===== src/rtl/branch_target_predictor.sv =====
// branch_target_predictor
//   Fetch-stage branch predictor: a direct-mapped BTB with one 2-bit saturating
//   counter per entry. The BTB is looked up on F_pc every cycle, the prediction is
//   carried through D to E, and the table trains on the outcome resolved in E.
//
// Ports
//   clk, rst          clock, synchronous active-high reset
//   F_pc              fetch PC
//   F_pred_taken      predict taken for F_pc (combinational)
//   F_pred_target     predicted target, meaningful only when F_pred_taken=1
//   stall, flush      pipeline stall (D holds, E bubbles) / E-stage redirect (D, E bubble)
//   E_pred_valid      BTB hit recorded for the E-stage instruction
//   E_pred_taken      taken prediction recorded for the E-stage instruction
//   E_is_branch       E-stage instruction is a conditional branch
//   E_branch_taken    resolved branch condition
//   E_pc, E_target    PC and resolved taken target of the E-stage branch
//   E_mispredict      resolved direction disagrees with the E-stage prediction
//   br_count          resolved branches since reset (wraps)
//   mispred_count     mispredicted branches since reset (wraps)

module branch_target_predictor #(
  parameter int unsigned ENTRIES = 16,
  parameter int unsigned IDX_W   = 4,
  parameter int unsigned TAG_W   = 26
) (
  input  logic        clk,
  input  logic        rst,
  input  logic [31:0] F_pc,
  output logic        F_pred_taken,
  output logic [31:0] F_pred_target,
  input  logic        stall,
  input  logic        flush,
  output logic        E_pred_valid,
  output logic        E_pred_taken,
  input  logic        E_is_branch,
  input  logic        E_branch_taken,
  input  logic [31:0] E_pc,
  input  logic [31:0] E_target,
  output logic        E_mispredict,
  output logic [31:0] br_count,
  output logic [31:0] mispred_count
);

  // BTB storage
  logic             valid_q  [ENTRIES];
  logic [TAG_W-1:0] tag_q    [ENTRIES];
  logic [31:0]      target_q [ENTRIES];
  logic [1:0]       ctr_q    [ENTRIES];

  // Fetch lookup
  logic [IDX_W-1:0] f_idx;
  logic [TAG_W-1:0] f_tag;
  logic             f_hit;

  always_comb begin
    f_idx         = F_pc[IDX_W+1:2];
    f_tag         = F_pc[31:IDX_W+2];
    f_hit         = valid_q[f_idx] && (tag_q[f_idx] == f_tag);
    F_pred_taken  = f_hit & ctr_q[f_idx][1];
    F_pred_target = target_q[f_idx];
  end

  // Prediction pipeline F -> D -> E
  logic d_hit_q, d_taken_q, d_hit_d, d_taken_d;
  logic e_valid_q, e_taken_q, e_valid_d, e_taken_d;

  always_comb begin
    d_hit_d   = d_hit_q;
    d_taken_d = d_taken_q;
    if (flush) begin
      d_hit_d   = 1'b0;
      d_taken_d = 1'b0;
    end else if (!stall) begin
      d_hit_d   = f_hit;
      d_taken_d = F_pred_taken;
    end
    // E bubbles on both stall and flush, mirroring the controller.
    e_valid_d = 1'b0;
    e_taken_d = 1'b0;
    if (!stall && !flush) begin
      e_valid_d = d_hit_q;
      e_taken_d = d_taken_q;
    end
  end

  always_ff @(posedge clk) begin
    if (rst) begin
      d_hit_q   <= 1'b0;
      d_taken_q <= 1'b0;
      e_valid_q <= 1'b0;
      e_taken_q <= 1'b0;
    end else begin
      d_hit_q   <= d_hit_d;
      d_taken_q <= d_taken_d;
      e_valid_q <= e_valid_d;
      e_taken_q <= e_taken_d;
    end
  end

  assign E_pred_valid = e_valid_q;
  assign E_pred_taken = e_taken_q;
  assign E_mispredict = E_is_branch & (E_branch_taken ^ (e_valid_q & e_taken_q));

  // Training: at most one entry written per cycle, selected by E_pc
  logic [IDX_W-1:0] e_idx;
  logic [TAG_W-1:0] e_tag;
  logic             e_hit;
  logic             tbl_we;
  logic [31:0]      wr_target;
  logic [1:0]       wr_ctr;

  always_comb begin
    e_idx     = E_pc[IDX_W+1:2];
    e_tag     = E_pc[31:IDX_W+2];
    e_hit     = valid_q[e_idx] && (tag_q[e_idx] == e_tag);
    tbl_we    = 1'b0;
    wr_target = target_q[e_idx];
    wr_ctr    = ctr_q[e_idx];
    if (E_is_branch) begin
      if (e_hit) begin
        tbl_we = 1'b1;
        if (E_branch_taken) begin
          wr_target = E_target;
          if (ctr_q[e_idx] != 2'b11) wr_ctr = ctr_q[e_idx] + 2'b01;
        end else begin
          if (ctr_q[e_idx] != 2'b00) wr_ctr = ctr_q[e_idx] - 2'b01;
        end
      end else if (E_branch_taken) begin
        // Allocate (or evict an alias) as weakly taken
        tbl_we    = 1'b1;
        wr_target = E_target;
        wr_ctr    = 2'b10;
      end
    end
  end

  always_ff @(posedge clk) begin
    if (rst) begin
      for (int unsigned i = 0; i < ENTRIES; i++) begin
        valid_q[i]  <= 1'b0;
        tag_q[i]    <= '0;
        target_q[i] <= '0;
        ctr_q[i]    <= 2'b01;
      end
    end else if (tbl_we) begin
      valid_q[e_idx]  <= 1'b1;
      tag_q[e_idx]    <= e_tag;
      target_q[e_idx] <= wr_target;
      ctr_q[e_idx]    <= wr_ctr;
    end
  end

  // Statistics counters
  logic [31:0] br_count_q, br_count_d;
  logic [31:0] mispred_count_q, mispred_count_d;

  always_comb begin
    br_count_d      = br_count_q + {31'b0, E_is_branch};
    mispred_count_d = mispred_count_q + {31'b0, E_mispredict};
  end

  always_ff @(posedge clk) begin
    if (rst) begin
      br_count_q      <= '0;
      mispred_count_q <= '0;
    end else begin
      br_count_q      <= br_count_d;
      mispred_count_q <= mispred_count_d;
    end
  end

  assign br_count      = br_count_q;
  assign mispred_count = mispred_count_q;

endmodule


===== config.mk =====
export PLATFORM = sky130hd
export DESIGN_NAME = branch_target_predictor
export DESIGN_NICKNAME = d
export VERILOG_FILES = /design/src/rtl/branch_target_predictor.sv
export SDC_FILE = /design/constraint.sdc
export NUM_CORES = 2
export LEC_CHECK = 0
export ABC_AREA = 1
export BUFFER_PORTS_ARGS = -buffer_cell sky130_fd_sc_hd__buf_4
export CORE_ASPECT_RATIO = 0.5
export CORE_MARGIN = 4
export CORE_UTILIZATION = 31
export CTS_CLUSTER_DIAMETER = 200
export DETAILED_ROUTE_END_ITERATION = 16
export PLACE_DENSITY_LB_ADDON = 0.1
export SETUP_SLACK_MARGIN = 0.05
export SLEW_MARGIN = 30
export SYNTH_ARGS = -nofsm -noshare
export SYNTH_HDL_FRONTEND = slang
export SYNTH_SLANG_ARGS = --single-unit
export TNS_END_PERCENT = 1

===== constraint.sdc =====
create_clock -name clk -period 10.92 [get_ports clk]
set_clock_uncertainty 0.05 [all_clocks]
set_input_delay 2.184 -clock clk [delete_from_list [all_inputs] [get_ports clk]]
set_output_delay 2.184 -clock clk [all_outputs]
set_load 0.03 [all_outputs]

-- Word level (Yosys, flattened, before mapping)
Memories as Yosys holds them, arrays and structs flattened.
Index checks and enable logic that the tools add are counted.
- register bits: 68
- RAM bits: 976
- input bits: 102
- word-level logic and storage cells: 65
- memories kept: 4
- $add $sub $neg: 4
- equal/unequal tests: 5
- multiplexer cells: 28
- bitwise operators: 5
- reductions and logical operators: 13
- memories (memory ; depth ; width ; rd ports ; clocked after Yosys merged registers in ; wr ports ; line ; text):
    target_q ; 16 ; 32 ; 1 ; 0 ; 16 ; 47 ; logic [31:0] target_q [ENTRIES];
    tag_q ; 16 ; 26 ; 2 ; 0 ; 16 ; 46 ; logic [TAG_W-1:0] tag_q [ENTRIES];
    ctr_q ; 16 ; 2 ; 2 ; 0 ; 16 ; 48 ; logic [1:0] ctr_q [ENTRIES];
    valid_q ; 16 ; 1 ; 2 ; 0 ; 16 ; 45 ; logic valid_q [ENTRIES];
- operators by type and width (cell ; number):
    32-bit two-way mux ; 3
    32-bit by 1-bit adder with 32-bit output ; 2
    26-bit equality test ; 2
    32-bit OR reduction ; 1
    26-bit two-way mux ; 1
    26-bit OR reduction ; 1
    4-bit two-way mux ; 4
    2-bit two-way mux ; 7
    1-bit two-way mux ; 13
    2-bit OR reduction ; 3
    2-bit != test, second input constant ; 2
    1-bit AND ; 3
    1-bit logical AND ; 3
    3-bit AND reduction ; 1
    2-bit by 1-bit adder with 2-bit output, second input constant ; 1
    1-bit zero test ; 2
    2-bit nonzero test ; 1
    2-bit by 1-bit subtractor with 2-bit output, second input constant ; 1
    1-bit != test, second input constant ; 1
    1-bit NOT ; 1
    1-bit OR reduction ; 1
    1-bit XOR ; 1

-- Logic depth before layout (Yosys ltp)
An unclocked memory read counts as a cell.
- depth after elaboration: 11
- mapped depth: 24

-- Worst setup path after synthesis
OpenSTA, ideal clock, no wires.
- path kind: in2out
- start point: in F_pc[3]
- end point: out F_pred_taken
- arrival time: 4.490 ns
- path slack: 4.196 ns
- cell stages on the path: 15
- path through: clkbuf_1 inv_1 clkbuf_1 clkbuf_1 o21ai_0 o211ai_1 nand3_1 nand2_1 nand2_1 nand2_1 and3_1 nand2_1 nor2_1 nand2_1 nor3_1
- cells in the longest elaborated chain, start to end: 4
- elaborated cells on any way between the ends: 6
- those cells by class: eq/ne (1); bitwise (1); reduce/logical (1); memory (3)
- ends and longest elaborated chain (what ; line ; text):
    start, declared ; 28 ; input logic [31:0] F_pc,
    memory 16 x 26 bit ; - ;
    26-bit equality test ; 58 ; f_hit = valid_q[f_idx] && (tag_q[f_idx] == f_tag);
    1-bit logical AND ; 58 ;
    1-bit AND * ; 59 ; F_pred_taken = f_hit & ctr_q[f_idx][1];
    end, declared ; 29 ; output logic F_pred_taken,
Every way passes the cells marked *; elsewhere a longest branch is shown, timed or not.

-- Final worst setup path
- start point: in F_pc[2]
- end point: out F_pred_taken
The elaborated chain is that of the path after synthesis.

==> impl_summary.log <==
INFO  metric status = completed
INFO  metric wire_length_of_the_first_global_routing_pass = 295000 um
INFO  metric crit_path_start = F_pc[2]
INFO  metric slew_viol_final = 0
INFO  metric postSynth.asyncResetShare = 0%
INFO  metric ff2ff_setup_slack = 6.36 ns
INFO  metric grt_util_all_layers = 22.9%
INFO  metric critical-path-slowest-cell = clkinv_8
INFO  metric grt.met1_usage = 32.1%
INFO  metric drive_above_1_share = 8.81%
INFO  metric path_max_fanout = 156
INFO  metric ant_diodes = 0
INFO  metric tightestPinTransition = 0.983 ns
INFO  metric route.antenna.remaining_nets = 0
INFO  metric ys.flop_type = edfxtp_1
INFO  metric initial_core_util = 31.2%
INFO  metric period_needed = 8.39 ns
INFO  metric synth_cell_type_count = 46
INFO  metric timing.rr.start = tag_q[5][7]
INFO  metric die_height = 298 um
INFO  metric final_total_negative_setup_slack = 0 ns
INFO  metric post-route-period-util = 76.8%
INFO  metric gp_congestion = 0.876
INFO  metric critical_path.cell_chain = buf_8 -> clkinv_8 -> buf_4 -> a21oi_1 -> o21ai_0 -> nand3_1 -> o21ai_0 -> nand2_1 -> nand2_1 -> a21oi_1 -> nand4_1 -> nand3b_1 -> nor3_1 -> buf_4
INFO  metric power.ir.vdd_worst = 0.000128 V
INFO  metric worst_skew_pair.late_latency = 0.73 ns
INFO  metric hold-worst-slack = 0.383 ns
INFO  metric synthesis.yosys.warnings = 0
INFO  metric vias_in_the_first_global_route = 41600
INFO  metric nets = 6039
INFO  metric fill_cells = 17000
INFO  metric wl_per_cell = 25.0 um
INFO  metric fmax = 119 MHz
INFO  metric max_slew_margin = 34.5%
INFO  metric report.final.hold_viol_count = 0
INFO  metric aggregate_global_routing_overflow = 0
INFO  metric static-leakage-power = 22.6 nW
INFO  metric unrepaired_setup_endpoints_after_global_routing = false
INFO  metric cts_hold_repair.buffers = 0
INFO  metric critical_path.endpoint_type = primary output
INFO  metric ys_seq_area_share = 58.6%
INFO  metric timing.reg2reg.worst_path_depth = 18
INFO  metric routed-via-count = 43500
INFO  metric worst_setup_hold_path_clk_slew = 0.06 ns
INFO  metric cts_buffers = 106
INFO  metric grt_util_met2 = 37.8%
INFO  metric drv_cap = 0
INFO  metric floorplan.rows = 106
INFO  metric postCtsSetupRepairBufs = 0
INFO  metric post_synth_inst_count = 5985
INFO  metric syn2layout_area_growth = 12.7%
INFO  metric placeableCoreArea = 167000 sq um
INFO  metric timing.hold.worst.class = reg2reg
INFO  metric critPathKind = in2out
INFO  metric worst_ep_required_time = 8.69 ns
INFO  metric die-area = 175000 sq um
INFO  metric initialDrtViolationCount = 4393
INFO  metric critPathMaxStageDelay = 0.68 ns
INFO  metric rr_endpoint = tag_q[4][12]
INFO  metric drt-pass1-iter-count = 6
INFO  metric power_density = 158 nW/um^2
INFO  metric cts_num_sinks = 1044
INFO  metric gr-usage-met3 = 2.94%
INFO  metric cts_tree = yes
INFO  metric synth_fp_nets = 6091
INFO  metric initial_antenna_violation_count = 1
INFO  metric synth_seq_cells = 1044
INFO  metric grt_max_degree = 208
INFO  metric root_buffer = clkbuf_16
INFO  metric drt_wl_total = 206000 um
INFO  metric place.port_buffers = 197
INFO  metric mappedNetlistArea = 52100 sq um
INFO  metric vias_per_cell = 5.28
INFO  metric hpwl = 110000 um
INFO  metric cts.path.max_buffers = 3
INFO  metric crit_end = F_pred_taken
INFO  metric pin_count = 202
INFO  metric timing.critical_path.arrival = 6.15 ns
INFO  metric post_cts.resized_instances = 0
INFO  metric number_of_enable_flip_flop_cells_after_synthesis = 960
INFO  metric dieWidth = 588 um
INFO  metric remaining_drc_errors = 0
INFO  metric cts_htree_levels = 3
INFO  metric post_synth.cell_area_avg = 8.70 sq um
INFO  metric report.final.setup_viol = 0
INFO  metric cp-start-kind = input port
INFO  metric globalRoute.busiestLayer = met2
==> sequential cells by signal (all words and copies together) (netlist names) <==
register,flops
d_taken_q,1
tag_q,416
target_q,512
d_hit_q,1
ctr_q,32
E_pred_taken,1
valid_q,16
E_pred_valid,1
br_count,32
mispred_count,32
==> report_power, final <==
group,internal [W],switching [W]
combinational,0.000261,0.000796
clock,0.00190,0.00168
sequential,0.00455,0.0000636
total,0.00672,0.00253
==> metrics by stage <==
stage | utilization, % | area (sq um) | cells | setup WS, ns | total power [W]
3_5_place_dp | 33.1 | 55300 | 8038 | 2.74 | 0.00576
5_1_grt | 35.1 | 58700 | 8231 | 2.26 | 0.00962
2_1_floorplan | - | 52100 | 5985 | 4.20 | 0.00531
4_1_cts | 35.1 | 58600 | 8230 | 2.74 | 0.00934
6_report | 35.1 | 58700 | 8231 | 2.53 | 0.00925
3_3_place_gp | 33.1 | 55300 | 8038 | 2.77 | 0.00575
==> critical path: cells and delay by family <==
kind	cells	cell delay [ns]
AO/OA/AOI/OAI	4	0.63
buffers and inverters	4	1.89
AND/OR/NAND/NOR	6	1.34
==> cells in the mapped netlist (26+ instances only) <==
cell type  count  share of area [%]
edfxtp_1     960                 55
nand2_1     1298                9.4
a21oi_1      133                1.3
nand3_1      194                1.9
buf_2         79               0.76
dfxtp_1       84                3.2
o21ai_0      582                5.6
clkbuf_1     321                2.3
o22ai_1       31               0.37
o211ai_1     124                1.8
nor3_1        31               0.30
o21ai_1       26               0.25
inv_1        311                2.2
o221ai_1      97                1.6
nor2_1      1514                 11
==> cell usage in the layout, fill, tap and decap left out, types with 5 or more instances in the layout <==
cell,n
o21a_1,5
a22oi_1,17
buf_12,7
o21ai_0,582
nand3_1,187
nor2_1,1510
clkinv_1,44
nand4_1,23
clkbuf_1,31
nor2_2,10
clkbuf_16,107
nand3_2,16
edfxtp_1,960
nor2_4,5
o221ai_1,97
o21ai_1,26
nand2_1,1250
o22ai_1,31
nand2_2,49
o211ai_1,124
a21oi_1,133
dfxtp_1,84
buf_4,281
clkinv_2,16
nor4_1,7
nor3_1,31
inv_1,307
nand3b_1,7
==> cells by family after synthesis <==
logic type | count (synthesis) | share of synthesized area, %
simple gates | 3106 | 23.4
xor+xnor | 6 | 0.101
buf+inv | 793 | 6.30
fa+ha+maj | 4 | 0.0961
compound gates | 1032 | 11.5
flops | 1044 | 58.6
==> per-layer routing <==
layer	part of all wire, %	vias up
li1	-	20000
met1	45	21700
met2	47	1516
met3	6.2	269
met4	2.0	0
met5	0	-
==> worst min path at each step <==
stage	startpoint	endpoint	slack, ns	cells after the start
floorplan	d_taken_q	E_pred_taken	0.36	2
CTS	d_hit_q	E_pred_valid	0.39	2
detailed placement	d_hit_q	E_pred_valid	0.37	2
finish	d_hit_q	E_pred_valid	0.38	2
global route	d_taken_q	E_pred_taken	0.41	2
global placement	d_hit_q	E_pred_valid	0.38	2
==> cell type report <==
| type | count | area, sq um | area share (%) |
|---|---|---|---|
| repair buffers | 294 | 2340 | 4.00 |
| multi-input cells | 4148 | 18500 | 31.5 |
| well taps | 2214 | 2770 | 4.72 |
| clock buffers | 141 | 2840 | 4.83 |
| flip-flops and latches | 1044 | 30500 | 52.0 |
| inverters | 339 | 1300 | 2.22 |
| clock inverters | 51 | 437 | 0.744 |
Note: power is estimated with default switching activity, not from simulation.
